### src/rtl/pending_garbage_manager_pkg.sv
// Shared types and limits for the pending-garbage path.
// Consumed by the manager, the hole generator and the display bar scaler.
package pending_garbage_manager_pkg;

  localparam int GARBAGE_WIDTH   = 5;
  localparam int PENDING_MAX     = 20;
  localparam int APPLY_CAP       = 8;
  localparam int PLAYFIELD_WIDTH = 10;

  localparam logic [3:0] LFSR_SEED = 4'b0001;

  typedef logic [GARBAGE_WIDTH-1:0] lines_t;

  typedef enum logic {
    GARBAGE_IDLE,
    GARBAGE_APPLY
  } garbage_state_t;

  // Saturating add done one bit wider so 31 + 31 cannot wrap.
  function automatic lines_t sat_add(
    input lines_t x,
    input lines_t y,
    input lines_t lim
  );
    logic [GARBAGE_WIDTH:0] s;
    s = {1'b0, x} + {1'b0, y};
    if (s > {1'b0, lim}) return lim;
    return s[GARBAGE_WIDTH-1:0];
  endfunction

  function automatic lines_t min_lines(
    input lines_t x,
    input lines_t y
  );
    return (x < y) ? x : y;
  endfunction

endpackage

### src/rtl/pending_garbage_manager_hole_lfsr.sv
// Hole column generator: 4-bit x^4+x^3+1 LFSR reduced mod the board width.
// Ports: clk, rst_l (async low), clear (sync reseed), hole[3:0].
import pending_garbage_manager_pkg::*;

module hole_lfsr #(
  parameter int WIDTH = PLAYFIELD_WIDTH
) (
  input  logic       clk,
  input  logic       rst_l,
  input  logic       clear,
  output logic [3:0] hole
);

  localparam logic [3:0] W4 = 4'(WIDTH);

  logic [3:0] lfsr_q;
  logic [3:0] lfsr_d;

  // Shift left, feed back taps 4 and 3; period 15, never hits zero.
  assign lfsr_d = {lfsr_q[2:0], lfsr_q[3] ^ lfsr_q[2]};

  always_ff @(posedge clk or negedge rst_l) begin
    if (!rst_l) begin
      lfsr_q <= LFSR_SEED;
    end else if (clear) begin
      lfsr_q <= LFSR_SEED;
    end else begin
      lfsr_q <= lfsr_d;
    end
  end

  // Raw range is 1..15, so one conditional subtract is a full modulo.
  assign hole = (lfsr_q >= W4) ? (lfsr_q - W4) : lfsr_q;

endmodule

### src/rtl/pending_garbage_manager.sv
// Pending-garbage accumulator: cancels incoming garbage with own attacks,
// forwards leftover attack, and releases capped batches on clean locks.
// Ports: clk, rst_l, game_start, recv_*, attack_*, lock_*, send_*,
//        apply_* (valid/ready to loader), pending_garbage (display bar).
import pending_garbage_manager_pkg::*;

module pending_garbage_manager #(
  parameter int PENDING_MAX     = pending_garbage_manager_pkg::PENDING_MAX,
  parameter int APPLY_CAP       = pending_garbage_manager_pkg::APPLY_CAP,
  parameter int PLAYFIELD_WIDTH = pending_garbage_manager_pkg::PLAYFIELD_WIDTH
) (
  input  logic       clk,
  input  logic       rst_l,
  input  logic       game_start,
  input  logic       recv_valid,
  input  logic [4:0] recv_lines,
  input  logic       attack_valid,
  input  logic [4:0] attack_lines,
  input  logic       lock_valid,
  input  logic       lock_cleared,
  output logic       send_valid,
  output logic [4:0] send_lines,
  output logic       apply_valid,
  output logic [4:0] apply_lines,
  output logic [3:0] apply_hole,
  input  logic       apply_ready,
  output logic [4:0] pending_garbage
);

  localparam lines_t PMAX = lines_t'(PENDING_MAX);
  localparam lines_t CAP  = lines_t'(APPLY_CAP);

  garbage_state_t state_q, state_d;

  lines_t     pend_q, pend_d;
  logic       send_v_q, send_v_d;
  lines_t     send_l_q, send_l_d;
  lines_t     app_l_q, app_l_d;
  logic [3:0] app_h_q, app_h_d;

  lines_t     atk;
  lines_t     rcv;
  lines_t     cancelled;
  lines_t     over;
  lines_t     p1;
  lines_t     batch;
  logic [3:0] hole;

  hole_lfsr #(
    .WIDTH (PLAYFIELD_WIDTH)
  ) u_hole (
    .clk   (clk),
    .rst_l (rst_l),
    .clear (game_start),
    .hole  (hole)
  );

  // Attack cancels what is already queued; new garbage lands afterwards.
  always_comb begin
    atk       = attack_valid ? attack_lines : '0;
    rcv       = recv_valid ? recv_lines : '0;
    cancelled = (atk > pend_q) ? '0 : (pend_q - atk);
    over      = (atk > pend_q) ? (atk - pend_q) : '0;
    p1        = sat_add(cancelled, rcv, PMAX);
    batch     = min_lines(p1, CAP);
  end

  always_comb begin
    state_d  = state_q;
    pend_d   = p1;
    send_v_d = (over != '0);
    send_l_d = over;
    app_l_d  = app_l_q;
    app_h_d  = app_h_q;

    unique case (state_q)
      GARBAGE_IDLE: begin
        if (lock_valid && !lock_cleared && (p1 != '0)) begin
          pend_d  = p1 - batch;
          app_l_d = batch;
          app_h_d = hole;
          state_d = GARBAGE_APPLY;
        end
      end
      GARBAGE_APPLY: begin
        // Batch is already out of the pending count; lock is ignored here.
        if (apply_ready) begin
          app_l_d = '0;
          app_h_d = '0;
          state_d = GARBAGE_IDLE;
        end
      end
      default: begin
        state_d = GARBAGE_IDLE;
      end
    endcase

    if (game_start) begin
      state_d  = GARBAGE_IDLE;
      pend_d   = '0;
      send_v_d = 1'b0;
      send_l_d = '0;
      app_l_d  = '0;
      app_h_d  = '0;
    end
  end

  always_ff @(posedge clk or negedge rst_l) begin
    if (!rst_l) begin
      state_q  <= GARBAGE_IDLE;
      pend_q   <= '0;
      send_v_q <= 1'b0;
      send_l_q <= '0;
      app_l_q  <= '0;
      app_h_q  <= '0;
    end else begin
      state_q  <= state_d;
      pend_q   <= pend_d;
      send_v_q <= send_v_d;
      send_l_q <= send_l_d;
      app_l_q  <= app_l_d;
      app_h_q  <= app_h_d;
    end
  end

  assign send_valid      = send_v_q;
  assign send_lines      = send_l_q;
  assign apply_valid     = (state_q == GARBAGE_APPLY);
  assign apply_lines     = app_l_q;
  assign apply_hole      = app_h_q;
  assign pending_garbage = pend_q;

endmodule

### config.mk
export PLATFORM = sky130hd
export DESIGN_NAME = pending_garbage_manager
export DESIGN_NICKNAME = d
export VERILOG_FILES = /design/src/rtl/pending_garbage_manager_pkg.sv /design/src/rtl/pending_garbage_manager_hole_lfsr.sv /design/src/rtl/pending_garbage_manager.sv
export SDC_FILE = /design/constraint.sdc
export NUM_CORES = 1
export LEC_CHECK = 0
export CAP_MARGIN = 15
export CORE_MARGIN = 2
export CORE_UTILIZATION = 45
export DETAILED_ROUTE_END_ITERATION = 16
export DONT_BUFFER_PORTS = 1
export SETUP_SLACK_MARGIN = 0.02
export SYNTH_ARGS = -nofsm -noshare
export SYNTH_HDL_FRONTEND = slang
export SYNTH_SLANG_ARGS = --single-unit
### constraint.sdc
create_clock -name clk -period 4.59 [get_ports clk]
set_input_delay 1.1475 -clock clk [delete_from_list [all_inputs] [get_ports clk]]
set_output_delay 1.1475 -clock clk [all_outputs]
set_load 0.03 [all_outputs]
==> results.txt <==
----------------------------------------------------
[Synth]
  Synth Flop Type ... sky130_fd_sc_hd__dfrtp_1
  Post-synth EDFFs ... 0
  Portion of the post-synthesis area used by sequential elements ... 32.6%
  Cells after Synth ... 211
  Flops & latches, synth ... 25
  Cell Area, Synth ... 1920 µm²
  Compound-Gate Fraction of Synth Area ... 20.2%
  Main combinational cell family by area after synthesis ... compound AO/OA/AOI/OAI gates
  Basic-gate share of the synthesized area counting and, or, nand and nor cells ... 19.3%
  Dominant cells by area after synthesis ... sky130_fd_sc_hd__dfrtp_1 (31%), sky130_fd_sc_hd__ha_1 (12%), sky130_fd_sc_hd__inv_1 (4.1%)
  Yosys warns ... 0
  Mean cell area of the mapped netlist ... 9.11 µm²
  Cell type with the highest aggregate area in the netlist ... sky130_fd_sc_hd__dfrtp_1
  Share of Yosys cell area claimed by the top area cell type ... 31.2%
  Synthesized netlist net count ... 251
  Proportion of register bits with asynchronous set or reset after synthesis ... 100%
  Adder-cell share of the synthesized area ... 15.5%
  Number of library cell types mapped by synthesis ... 47
  XOR/XNOR share of the synthesized area ... 4.10%
  Proportion of synthesized area in mux cells ... 0.520%

[GRT]
  Number of antenna violations at the first check in global routing ... 0
  Number of global-route vias before repair ... 1438
  Pin count of the biggest net entering global routing ... 26
  Global Route Usage Sum ... 17.1%
  Wire length of the first global-routing pass ... 6780 µm
  Leftover overflow at the end of global routing ... 0

[STA]
  Tightest slew margin relative to the limit ... 63.5%
  Number of max-slew violations in the final report ... 0
  Final critical path time including I/O delays and setup ... 4.30 ns
  Share of the clock period used by the worst path after layout ... 93.6%
  Actual transition at the worst max-transition pin ... 0.547 ns
  Worst hold slack after final layout ... 0.531 ns
  Setup repair after global routing missed its margin ... false
  FMAX ... 233 MHz
  Final Hold Violating Endpoints ... 0
  # setup viols final ... 0
  Final Skew ... 0.0109 ns

[Min path]
  Worst hold stages ... 1
  Min-Delay Startpoint ... u_hole.lfsr_q[0]$_DFF_PN1_
  Worst min-delay path class ... reg -> reg
  Hold-critical path endpoint ... u_hole.lfsr_q[1]$_DFF_PN0_

[Route]
  Count of routing violations after the opening detailed-route iteration ... 56
  Average vias per placed instance ... 5.60
  Routed WL ... 4030 µm
  Number of search-and-repair iterations in the first detailed-routing pass ... 4
  Antenna viol nets, final ... 0
  Routed WL per cell ... 15.1 µm
  Vias ... 1500
  Total DRC errors in the routed layout ... 0

[Clocking]
  Number of sinks handled by clock tree synthesis ... 25
  Root Driver ... sky130_fd_sc_hd__clkbuf_8
  Post-CTS Hold Fix Bufs ... 0
  Clock slew seen by the registers of the worst setup and hold paths ... 0.09 ns
  Later-pin clock latency in the skew report ... 0.26 ns
  Max Buffers Root-to-Sink ... 2
  Clock tree from TritonCTS ... done
  Total CTS buffers ... 3
  Clock H-tree levels ... 1

[Finish]
  Antenna diodes ... 0
  Layout cell share with drive strength beyond 1 ... 13.3%
  Area delta synth->final ... 8.13%
  FILL cells ... 368
  Number of nets in the layout ... 259
  Non-Filler Cell Area, Final ... 2080 µm²
  Final Instance Count excl. Fillers ... 268

[Setup path]
  Crit Reg-Reg Endpoint ... pending_garbage[1]$_DFF_PN0_
  Critical-path cell with the highest stage delay ... sky130_fd_sc_hd__or3_4
  Source of the worst register-to-register timing path ... pending_garbage[1]$_DFF_PN0_
  R2R Setup Slk ... 0.50 ns
  Buf/Inv on CP ... 1
  Max stage delay on crit path ... 0.36 ns
  Worst reg-to-reg path cell count ... 18
  Worst Path Arrival ... 4.48 ns
  Startpoint-to-endpoint class of the critical path ... in -> reg
  Max Fanout on Critical Path ... 6
  Worst path cell trace ... nand2_1, inv_1, ha_1, nor2b_1, o21ai_1, a21boi_1, o21ai_1, a22o_2, and2_1, ha_1, nor2b_1, o21a_1, or3_4, a31oi_4, o2111ai_2, nand2b_4, ha_1, nand2b_1, o22ai_1
  Crit path top cell by count ... sky130_fd_sc_hd__ha_1
  CP Capture Type ... flop
  Category of the worst setup path launch point ... primary input
  Required time of the worst setup path ... 4.78 ns
  Cell class contributing the biggest share of worst-path delay ... compound AO/OA/AOI/OAI gates

[Floorplan]
  Count of boundary I/O pins ... 39
  Core Area ... 4060 µm²
  Die Y ... 69.4 µm
  Floorplan row count ... 23
  Die Area ... 4810 µm²
  Horizontal die dimension ... 69.4 µm
  Starting Density ... 47.4%

[Placed design]
  Total of buffers placed on input and output ports ... 0
  Number of cells in the design after placement ... 264
  Area after detailed placement ... 2030 µm²
  Post-detailed-placement half-perimeter wirelength ... 3310 µm
  Final weighted congestion in routability-driven placement ... 0.839

[Power]
  Worst IR Drop VDD ... 0.392 mV
  Cell leakage power ... 0.969 nW
  Power per unit of standard cell area ... 650 nW/µm²

[Outcome]
  Status ... finished, final reports clean

[Job]
  Max-Cap Viols ... 0

----------------------------------------------------
==> metrics by stage <==
step	worst slack (ns)	TNS [ns]	util (%)	power [W]
6_report	0.295	0	51.2	0.00135
5_1_grt	0.0375	0	51.2	0.00147
4_1_cts	0.260	0	51.1	0.00134
3_5_place_dp	-0.00123	-0.00123	50.0	0.00122
3_3_place_gp	0.0749	0	50.0	0.00120
2_1_floorplan	0.0277	0	-	0.00104
==> cells in the mapped netlist, types with 2 or more instances <==
cell                        number
sky130_fd_sc_hd__o2111ai_1       3
sky130_fd_sc_hd__o21a_1          3
sky130_fd_sc_hd__xnor2_1         6
sky130_fd_sc_hd__nand2b_1        7
sky130_fd_sc_hd__buf_6           4
sky130_fd_sc_hd__o21ai_0         5
sky130_fd_sc_hd__and3_1          2
sky130_fd_sc_hd__a21oi_2         2
sky130_fd_sc_hd__nor2_1          9
sky130_fd_sc_hd__inv_1          21
sky130_fd_sc_hd__nand3_1        10
sky130_fd_sc_hd__a21o_1          3
sky130_fd_sc_hd__o22ai_1         3
sky130_fd_sc_hd__nor3_1          6
sky130_fd_sc_hd__a21oi_1        14
sky130_fd_sc_hd__conb_1          2
sky130_fd_sc_hd__xor2_1          3
sky130_fd_sc_hd__dfrtp_1        24
sky130_fd_sc_hd__a21boi_0        2
sky130_fd_sc_hd__fa_1            3
sky130_fd_sc_hd__clkbuf_1        3
sky130_fd_sc_hd__ha_1           19
sky130_fd_sc_hd__o21ai_1         3
sky130_fd_sc_hd__nand2_1        10
sky130_fd_sc_hd__inv_2           2
sky130_fd_sc_hd__nor2b_1         6
sky130_fd_sc_hd__and2_1         11
sky130_fd_sc_hd__o31ai_1         6
==> metal layers <==
metal / global-route usage, % / share of wire (%) / vias up
li1: - / - / 741
met1: 21.7 / 45 / 724
met2: 29.8 / 51 / 31
met3: 2.47 / 3.2 / 4
met4: 5.88 / 1.5 / 0
met5: 0 / 0 / -
==> kinds of logic (layout without fill, tap and decap cells) <==
| kind of cell | Yosys count | after routing |
|---|---|---|
| and+or+nand+nor | 68 | 68 |
| buffers and inverters | 30 | 37 |
| AOI/OAI and AO/OA | 54 | 54 |
| muxes | 1 | 1 |
| xor gates and xnor gates | 9 | 9 |
| DFF | 25 | 25 |
| other | 2 | 2 |
| adders and majority gates | 22 | 22 |
==> worst reg2reg max path, stage by stage (launching register included) <==
cell and delay, ns:
sky130_fd_sc_hd__dfrtp_1 0.61, sky130_fd_sc_hd__inv_1 0.17, sky130_fd_sc_hd__ha_1 0.34, sky130_fd_sc_hd__nor2b_1 0.13, sky130_fd_sc_hd__o21ai_1 0.08, sky130_fd_sc_hd__a21boi_1 0.15, sky130_fd_sc_hd__o21ai_1 0.10, sky130_fd_sc_hd__a22o_2 0.30
sky130_fd_sc_hd__and2_1 0.15, sky130_fd_sc_hd__ha_1 0.28, sky130_fd_sc_hd__nor2b_1 0.13, sky130_fd_sc_hd__o21a_1 0.19, sky130_fd_sc_hd__or3_4 0.36, sky130_fd_sc_hd__a31oi_4 0.21, sky130_fd_sc_hd__o2111ai_2 0.16, sky130_fd_sc_hd__nand2b_4 0.19
sky130_fd_sc_hd__ha_1 0.27, sky130_fd_sc_hd__nand2b_1 0.06, sky130_fd_sc_hd__o22ai_1 0.12
==> state kept, by name (all words and copies together), names as in the netlist <==
| register | cells |
|---|---|
| pending_garbage | 5 |
| apply_valid | 1 |
| send_lines | 5 |
| apply_hole | 4 |
| send_valid | 1 |
| apply_lines | 5 |
| u_hole.lfsr_q | 4 |
==> final cells by class <==
class                           count  area, µm²  area share, %
Multi-Input combinational cell    156       1180           56.9
Clock inverter                      1       5.00          0.241
Inverter                           23       86.3           4.15
Tap cell                           50       62.6           3.01
Clock buffer                        3       41.3           1.99
Sequential cell                    25        627           30.1
Timing Repair Buffer               10       75.1           3.61
==> how the worst max path moves through the flow <==
| stage | from | endpoint | slack, ns | cells after the start |
|---|---|---|---|---|
| after floorplan | attack_lines[1] | pending_garbage[1]$_DFF_PN0_ | 0.03 | 20 |
| after global placement | attack_lines[1] | pending_garbage[1]$_DFF_PN0_ | 0.07 | 19 |
| after detailed placement | attack_lines[1] | pending_garbage[1]$_DFF_PN0_ | -0.001 | 19 |
| after CTS | attack_lines[1] | pending_garbage[1]$_DFF_PN0_ | 0.26 | 19 |
| after global routing | attack_lines[1] | pending_garbage[1]$_DFF_PN0_ | 0.04 | 19 |
| final | attack_lines[1] | pending_garbage[1]$_DFF_PN0_ | 0.29 | 19 |
==> placed cells by master (no fill, tap or decap), types with 3 or more instances in the layout <==
| master | n |
|---|---|
| sky130_fd_sc_hd__nand3_1 | 10 |
| sky130_fd_sc_hd__o21ai_1 | 6 |
| sky130_fd_sc_hd__a21oi_1 | 14 |
| sky130_fd_sc_hd__nand2_1 | 10 |
| sky130_fd_sc_hd__nor2b_1 | 6 |
| sky130_fd_sc_hd__o22ai_1 | 3 |
| sky130_fd_sc_hd__o31ai_1 | 6 |
| sky130_fd_sc_hd__nor2_1 | 8 |
| sky130_fd_sc_hd__xnor2_1 | 6 |
| sky130_fd_sc_hd__ha_1 | 19 |
| sky130_fd_sc_hd__inv_1 | 21 |
| sky130_fd_sc_hd__o21a_1 | 3 |
| sky130_fd_sc_hd__xor2_1 | 3 |
| sky130_fd_sc_hd__nand2b_1 | 6 |
| sky130_fd_sc_hd__clkbuf_8 | 3 |
| sky130_fd_sc_hd__nor3_1 | 6 |
| sky130_fd_sc_hd__and2_1 | 11 |
| sky130_fd_sc_hd__a21o_1 | 3 |
| sky130_fd_sc_hd__buf_4 | 10 |
| sky130_fd_sc_hd__dfrtp_1 | 24 |
==> timing repair <==
action                                  4_1_cts  5_1_grt
buffers inserted                              0        0
resized for setup                             0        4
endpoints found under the setup margin        0        1
==> report_power, final <==
| part | leakage, nW | switching [W] | internal [W] |
|---|---|---|---|
| clock network | 0.0255 | 0.0000632 | 0.0000604 |
| logic | 0.608 | 0.000472 | 0.000381 |
| registers | 0.336 | 0.000113 | 0.000262 |
| total | 0.969 | 0.000649 | 0.000704 |
No activity file was read; power rests on OpenSTA's default activity.
